===== src/rtl/pipelined_shifter.sv =====
// Pipelined barrel shifter (SLL/SRL/SRA, optional ROL/ROR) with valid/ready flow control.
// Define SHIFTER_ROTATE_EN to build the rotate commands; otherwise they report err_o.
module pipelined_shifter #(
   parameter int unsigned  DATA_W      = 32,
   parameter int unsigned  PIPE_STAGES = 2,
   parameter int unsigned  TAG_W       = 4,
   localparam int unsigned SHAMT_W     = $clog2(DATA_W)
) (
   input  logic               clk,
   input  logic               reset_n,
   input  logic               flush_i,
   input  logic               valid_i,
   output logic               ready_o,
   input  logic [DATA_W-1:0]  data_i,
   input  logic [SHAMT_W-1:0] shamt_i,
   input  logic [2:0]         cmd_i,
   input  logic [TAG_W-1:0]   tag_i,
   output logic               valid_o,
   input  logic               ready_i,
   output logic [DATA_W-1:0]  data_o,
   output logic [TAG_W-1:0]   tag_o,
   output logic               err_o
);

   typedef enum logic [2:0] {
      OP_SLL = 3'b000,
      OP_SRL = 3'b001,
      OP_SRA = 3'b010,
      OP_ROL = 3'b011,
      OP_ROR = 3'b100
   } op_e;

   function automatic int unsigned levels_in(input int unsigned s);
      return SHAMT_W / PIPE_STAGES + ((s < SHAMT_W % PIPE_STAGES) ? 1 : 0);
   endfunction

   // Level position p counts from the largest shift: p = 0 shifts by 2^(SHAMT_W-1).
   function automatic int unsigned stage_of(input int unsigned p);
      int unsigned acc;
      int unsigned stg;
      logic        found;
      acc   = 0;
      stg   = PIPE_STAGES - 1;
      found = 1'b0;
      for (int unsigned s = 0; s < PIPE_STAGES; s++) begin
         acc = acc + levels_in(s);
         if (!found && p < acc) begin
            stg   = s;
            found = 1'b1;
         end
      end
      return stg;
   endfunction

   function automatic logic [DATA_W-1:0] shift_level(input logic [DATA_W-1:0] x,
                                                     input op_e op,
                                                     input int unsigned amt);
      logic [DATA_W-1:0] r;
      case (op)
         OP_SLL:  r = x << amt;
         OP_SRL:  r = x >> amt;
         OP_SRA:  r = $unsigned($signed(x) >>> amt);
`ifdef SHIFTER_ROTATE_EN
         OP_ROL:  r = (x << amt) | (x >> (DATA_W - amt));
         OP_ROR:  r = (x >> amt) | (x << (DATA_W - amt));
`endif
         default: r = x;
      endcase
      return r;
   endfunction

   function automatic logic [DATA_W-1:0] apply_stage(input logic [DATA_W-1:0]  x,
                                                     input op_e                op,
                                                     input logic [SHAMT_W-1:0] shamt,
                                                     input int unsigned        s);
      logic [DATA_W-1:0] r;
      r = x;
      for (int unsigned p = 0; p < SHAMT_W; p++) begin
         if (stage_of(p) == s && shamt[SHAMT_W-1-p])
            r = shift_level(r, op, 1 << (SHAMT_W - 1 - p));
      end
      return r;
   endfunction

   logic [PIPE_STAGES-1:0] valid_q, valid_d, adv;
   logic [PIPE_STAGES-1:0] err_q, err_d;
   logic [DATA_W-1:0]      data_q  [PIPE_STAGES];
   logic [DATA_W-1:0]      data_d  [PIPE_STAGES];
   logic [TAG_W-1:0]       tag_q   [PIPE_STAGES];
   logic [TAG_W-1:0]       tag_d   [PIPE_STAGES];
   op_e                    op_q    [PIPE_STAGES];
   op_e                    op_d    [PIPE_STAGES];
   logic [SHAMT_W-1:0]     shamt_q [PIPE_STAGES];
   logic [SHAMT_W-1:0]     shamt_d [PIPE_STAGES];

   op_e                in_op;
   logic               in_err;
   logic [SHAMT_W-1:0] in_shamt;
   logic               accept;
   logic               free;

   // Reserved commands pass through untouched by forcing a zero shift.
   always_comb begin
      in_op    = OP_SLL;
      in_err   = 1'b0;
      in_shamt = shamt_i;
      case (cmd_i)
         3'b000: in_op = OP_SLL;
         3'b001: in_op = OP_SRL;
         3'b010: in_op = OP_SRA;
`ifdef SHIFTER_ROTATE_EN
         3'b011: in_op = OP_ROL;
         3'b100: in_op = OP_ROR;
`endif
         default: begin
            in_err   = 1'b1;
            in_shamt = '0;
         end
      endcase
   end

   // Walk from the output back: "free" means the next stage can take a result this edge.
   always_comb begin
      adv  = '0;
      free = ready_i & ~flush_i;
      for (int unsigned i = 0; i < PIPE_STAGES; i++) begin
         adv[PIPE_STAGES-1-i] = valid_q[PIPE_STAGES-1-i] & free;
         free = ~valid_q[PIPE_STAGES-1-i] | adv[PIPE_STAGES-1-i];
      end
      ready_o = ~flush_i & free;
      accept  = valid_i & ready_o;
   end

   always_comb begin
      valid_d[0] = ~flush_i & (accept | (valid_q[0] & ~adv[0]));
      data_d[0]  = data_q[0];
      tag_d[0]   = tag_q[0];
      err_d[0]   = err_q[0];
      op_d[0]    = op_q[0];
      shamt_d[0] = shamt_q[0];
      if (accept) begin
         data_d[0]  = apply_stage(data_i, in_op, in_shamt, 0);
         tag_d[0]   = tag_i;
         err_d[0]   = in_err;
         op_d[0]    = in_op;
         shamt_d[0] = in_shamt;
      end
      for (int unsigned k = 1; k < PIPE_STAGES; k++) begin
         valid_d[k] = ~flush_i & (adv[k-1] | (valid_q[k] & ~adv[k]));
         data_d[k]  = data_q[k];
         tag_d[k]   = tag_q[k];
         err_d[k]   = err_q[k];
         op_d[k]    = op_q[k];
         shamt_d[k] = shamt_q[k];
         if (adv[k-1]) begin
            data_d[k]  = apply_stage(data_q[k-1], op_q[k-1], shamt_q[k-1], k);
            tag_d[k]   = tag_q[k-1];
            err_d[k]   = err_q[k-1];
            op_d[k]    = op_q[k-1];
            shamt_d[k] = shamt_q[k-1];
         end
      end
   end

   always_ff @(posedge clk or negedge reset_n) begin
      if (!reset_n) begin
         valid_q <= '0;
         err_q   <= '0;
         for (int unsigned k = 0; k < PIPE_STAGES; k++) begin
            data_q[k]  <= '0;
            tag_q[k]   <= '0;
            op_q[k]    <= OP_SLL;
            shamt_q[k] <= '0;
         end
      end else begin
         valid_q <= valid_d;
         err_q   <= err_d;
         for (int unsigned k = 0; k < PIPE_STAGES; k++) begin
            data_q[k]  <= data_d[k];
            tag_q[k]   <= tag_d[k];
            op_q[k]    <= op_d[k];
            shamt_q[k] <= shamt_d[k];
         end
      end
   end

   assign valid_o = valid_q[PIPE_STAGES-1];
   assign data_o  = data_q[PIPE_STAGES-1];
   assign tag_o   = tag_q[PIPE_STAGES-1];
   assign err_o   = err_q[PIPE_STAGES-1];

endmodule


===== config.mk =====
export PLATFORM = sky130hd
export DESIGN_NAME = pipelined_shifter
export DESIGN_NICKNAME = d
export VERILOG_FILES = /design/src/rtl/pipelined_shifter.sv
export SDC_FILE = /design/constraint.sdc
export NUM_CORES = 1
export LEC_CHECK = 0
export BUFFER_PORTS_ARGS = -buffer_cell sky130_fd_sc_hd__clkbuf_2
export CORE_UTILIZATION = 45
export CTS_BUF_LIST = sky130_fd_sc_hd__clkbuf_8
export DETAILED_ROUTE_END_ITERATION = 10
export PLACE_DENSITY = 0.78
export SLEW_MARGIN = 40
export SYNTH_ARGS = -nofsm -noshare
export SYNTH_HDL_FRONTEND = slang
export SYNTH_SLANG_ARGS = --single-unit

===== constraint.sdc =====
create_clock -name clk -period 1.9 [get_ports clk]
set_input_delay 0.38 -clock clk [delete_from_list [all_inputs] [get_ports clk]]
set_output_delay 0.38 -clock clk [all_outputs]
set_load 0.01 [all_outputs]

# Yosys cells after proc, flatten, opt, wreduce, memory -nomap -nowiden
# Index checks and enable logic that the tools add are counted.
[word_totals]
register_bits = 84
word_cells = 84
input_bits = 49
output_inout_bits = 39
[op_classes]
n_reduce_logical = 16
n_eq_ne = 8
mux = 33
bitwise_logic = 18
[op_table]
columns = ["operator", "count"]
rows = [
  ["$pmux 32 s3", 10],
  ["$mux 32", 16],
  ["$eq 32x1->1 const B", 2],
  ["$logic_not 32->1", 2],
  ["$logic_and 1x1->1", 10],
  ["$and 1x1->1", 9],
  ["$logic_not 3->1", 3],
  ["$eq 3x1->1 const B", 2],
  ["$eq 3x2->1 const B", 2],
  ["$mux 1", 5],
  ["$mux 5", 1],
  ["$not 1->1", 5],
  ["$or 1x1->1", 4],
  ["$pmux 2 s2", 1],
  ["$reduce_or 3->1", 1],
  ["$eq 2x1->1 const B", 1],
  ["$eq 2x2->1 const B", 1],
]

# Longest topological paths before layout
[logic_depth]
depth_word = 23
depth_mapped = 9

# Worst setup path after synthesis
# Ideal clock, no wire load.
[synth_timing]
path_kind = "input -> register"
startpoint = "in data_i[31]"
endpoint = "reg data_q[49] (netlist name)"
arrival_ns = 1.813
required_time_ns = 1.774
slack_ns = -0.039
setup_time_ns = 0.126
stages = 9
cell_sequence = "buf_2 -> nor4bb_1 -> buf_2 -> buf_4 -> a221oi_2 -> o31ai_1 -> mux2i_1 -> nor2_1 -> o32a_1"
[synth_between]
elab_chain_cells = 11
[synth_rtl]
columns = ["element", "line_no", "source"]
rows = [
  ["start: declaration", "14", "input logic [DATA_W-1:0] data_i,"],
  ["$pmux 32 s3", "59", "case (op)"],
  ["$mux 32 (*)", "79", "if (stage_of(p) == s && shamt[SHAMT_W-1-p])"],
  ["$mux 32 (*)", "141", "if (accept) begin"],
  ["$pmux 32 s3", "59", ""],
  ["$mux 32 (*)", "79", ""],
  ["$pmux 32 s3", "59", ""],
  ["$mux 32 (*)", "79", ""],
  ["$pmux 32 s3", "59", ""],
  ["$mux 32 (*)", "79", ""],
  ["$pmux 32 s3", "59", ""],
  ["$mux 32 (*)", "79", ""],
  ["end signal: indexed assignment", "179", "data_q[k] <= data_d[k];"],
  ["end: declaration", "87", "logic [DATA_W-1:0] data_q [PIPE_STAGES];"],
]
# Every way passes the cells marked *; elsewhere a longest branch is shown, timed or not. The select of a mux whose other input is x is not followed.
# A chain may end at the register's enable or synchronous reset.

# Worst setup path after layout
[layout_timing]
startpoint = "reg op_q[3] (netlist name)"
endpoint = "reg data_q, in the netlist data_o[6]"
[layout_between]
elab_chain_cells = 12
elab_cells_between_ends = 14
cone_classes = "2 x eq/ne; 11 x mux; 1 x reduce/logical"
[layout_rtl]
columns = ["element", "line_no", "source"]
rows = [
  ["start: declaration", "91", "op_e op_q [PIPE_STAGES];"],
  ["start signal: indexed assignment", "181", "op_q[k] <= op_d[k];"],
  ["$eq 3x2->1 (tied with other cells)", "59", ""],
  ["$pmux 32 s3", "59", ""],
  ["$mux 32", "79", ""],
  ["$mux 32", "155", "if (adv[k-1]) begin"],
  ["$pmux 32 s3", "59", ""],
  ["$mux 32", "79", ""],
  ["$pmux 32 s3", "59", ""],
  ["$mux 32", "79", ""],
  ["$pmux 32 s3", "59", ""],
  ["$mux 32", "79", ""],
  ["$pmux 32 s3", "59", ""],
  ["$mux 32 (*)", "79", ""],
]
# Marked as above.

==> results.ini <==
[min_path]
hold_class=in -> reg
hold_path_depth=3
min_from=tag_i[1]
whs_endpoint=tag_q[5]$_DFFE_PN0P_

[logic_synthesis]
syn_nets=1089
postSynthAreaPerCell_um2=7.394
synth_edf_count=0
synth_cell_types=79
netlist_instances=1040
async_reset_ff_frac=1.000
synthesis.area_um2=7690
synth_seq_cells=80
synthFlopType=dfrtp_1
yosysWarnings=0
yosysSeqAreaShare=0.2603

[sta]
finalHoldViolations=0
slew_headroom=0.6642
final_max_slew_viol_count=0
rsz0062_at_grt=true
period_share=1.039
fin_crit_ps=1974
timing.final.ws_setup_ps=-73.56
finClkSkew_ps=14.80
max_freq_ghz=0.5067
setup_viol=9
tightest_slew_ps=502.1

[floorplan]
die_x_um=132.7
rows=47
die_h_um=132.7
core_area_um2=16640
dieArea_um2=17620
io_pins=88
start_util=0.4621

[grt]
gr-usage-all-layers=0.3428
overflow=0
grt_max_degree=53
grt_pass1_vias=8842
antenna_found_initial=0
grt_pass1_wl_um=47820

[critical_path]
cp_max_fo=6
cp_slowest_cell=dfrtp_2
r2r_start=op_q[3]$_DFFE_PN0P_
end_kind=flop
path_delay_family=compound AO/OA/AOI/OAI gates
timing.rr.end=data_o[6]$_DFFE_PN0P_
slowest_delay_ps=510
critPathArrivalTime_ps=2240
crit_chain=buf_6 -> and2_4 -> a21o_1 -> a221oi_4 -> mux2_4 -> o21ai_2 -> o32a_1
rr_worst_depth=7
critPathKind=reg -> reg
critPathBufInv=1
cp_data_required_time_ps=2170
r2r_setup_slack_ps=-70
startpoint_type=flop

[drt]
detail-route-antenna-nets=0
first_pass_iters=5
num_vias=9495
drcViolationCount=0
wirelength_um=31090
drt_iter0_markers=1231
vias_per_cell=6.364
wire_per_inst_um=20.84

[placement]
place_area_um2=9681
place.gp.congestion=0.9591
port_buffers=87
dp_hpwl_um=23740
dp.cells=1455
pre_cts_ws_ps=-385.2

[layout]
area_delta_synth_final_pct=38.69
drive_gt1_frac=0.3719
fin_nets=1316
fill_cells=1405
fin_cells=1492
antenna_cells=0
final_cell_area_um2=10670

[clock_tree]
clk_pin_slew_ps=100
cts.sink_count=80
cts_buffer_depth=2
htreeDepth=3
root_buffer=clkbuf_8
clk-insertion-delay-late_ps=390
cts_tree=yes
cts_buffers=9

[run_status]
outcome=complete, but fails checks
violations=setup timing

[pwr]
irDropWorstVdd_uv=374.6
p_leak_nw=4.647
power_density_nw_per_um2=701.7

[run]
cap_violations=0

flip-flops by register name, summed over array words and instances (netlist names):
signal	count
valid_q	2
tag_o	4
data_q	32
op_q	2
shamt_q	2
err_q	2
data_o	32
tag_q	4
stage by stage:
stage,utilization,TNS [ps],total power [W],hold slack [ps]
after floorplan,-,0,0.004446,84.41
after global placement,0.5817,-8783,0.005638,291.1
after detailed placement,0.5817,-9576,0.005689,292.5
after CTS,0.6065,-150.7,0.007049,185.6
after global routing,0.6409,-1915,0.007863,188.1
final,0.6409,-355.6,0.007484,175.8
metal layers:
| metal | vias to the layer above | GRT usage | share of wire |
|---|---|---|---|
| li1 | 4328 | - | - |
| met5 | - | 0 | 0 |
| met1 | 4418 | 0.4519 | 0.41 |
| met4 | 0 | 0.1711 | 0.048 |
| met3 | 136 | 0.03831 | 0.079 |
| met2 | 613 | 0.5570 | 0.46 |
worst register-to-register path, stage by stage (launching register included):
cell	delay, ps
dfrtp_2	510
buf_6	180
and2_4	140
a21o_1	170
a221oi_4	320
mux2_4	210
o21ai_2	50
o32a_1	270
logic make-up (layout without fill, tap and decap cells):
logic type	after synthesis	after routing	synth area share
flops	80	80	0.2603
buf+inv	152	384	0.1027
simple gates	322	322	0.1974
xor+xnor	2	2	0.002278
compound gates	456	456	0.3983
mux	28	28	0.03905
cell usage in the layout, fill, tap and decap left out, drive strengths merged, types with 7 or more instances in the layout:
| cell | instances |
|---|---|
| nand3 | 18 |
| mux2i | 21 |
| clkbuf | 97 |
| o31ai | 9 |
| o221ai | 12 |
| a21o | 15 |
| a22o | 10 |
| nand2b | 13 |
| a22oi | 30 |
| nor2b | 27 |
| buf | 255 |
| inv | 28 |
| a221o | 7 |
| o211ai | 8 |
| o2bb2ai | 11 |
| dfrtp | 80 |
| and2 | 11 |
| a211oi | 14 |
| nand2 | 125 |
| a221oi | 15 |
| o21ai | 96 |
| a31oi | 16 |
| a32oi | 8 |
| nor3 | 16 |
| o21a | 11 |
| nor2 | 91 |
| o22ai | 38 |
| a2bb2oi | 8 |
| a21oi | 100 |
repair_timing:
item	in CTS	in global routing
setup buffers	2	16
cloned	2	3
pin swaps	9	41
hold buffers	1	0
setup endpoints to repair	25	55
resized for setup	31	114
endpoints found under the hold margin	21	0
cell usage after synthesis, types with 12 or more instances:
cell	count	area, µm²
o21ai_0	68	340.3
o21ai_1	28	140.1
nand3_1	18	90.09
a221oi_1	13	113.9
o22ai_1	38	237.7
a22oi_1	30	225.2
buf_2	39	195.2
o221ai_1	12	105.1
dfrtp_1	80	2002
a211oi_1	13	97.59
nand2b_1	12	75.07
a21oi_1	100	500.5
nor3_1	15	75.07
a31oi_1	16	100.1
clkbuf_1	40	150.1
buf_4	43	322.8
inv_1	20	75.07
nor2_1	87	326.6
nand2_1	125	469.2
mux2i_1	21	210.2
a21o_1	15	112.6
nor2b_1	26	162.7
area by class of cell:
type,count,area (µm²),area share
well taps,220,275.3,0.02581
flip-flops and latches,80,2006,0.1881
clock inverters,7,67.56,0.006335
multi-input cells,808,5398,0.5061
clock buffers,9,123.9,0.01161
repair buffers,345,2700,0.2532
inverters,23,95.09,0.008916
worst max-delay path by stage:
stage,start,to,cells past startpoint
after detailed placement,cmd_i[0],data_q[41]$_DFFE_PN0P_,9
after global routing,op_q[4]$_DFFE_PN0P_,data_o[0]$_DFFE_PN0P_,9
after CTS,op_q[3]$_DFFE_PN0P_,data_o[6]$_DFFE_PN0P_,8
after floorplan,data_i[31],data_q[49]$_DFFE_PN0P_,9
final,op_q[3]$_DFFE_PN0P_,data_o[6]$_DFFE_PN0P_,7
after global placement,cmd_i[0],data_q[58]$_DFFE_PN0P_,9
power breakdown:
part,leakage [nW],total (W),switching [W],internal (W)
clock,0.0966,0.00126,0.000749,0.000515
combinational,3.60,0.00378,0.00203,0.00175
sequential,0.950,0.00244,0.000386,0.00205
Power figures use the tool's default switching activity.
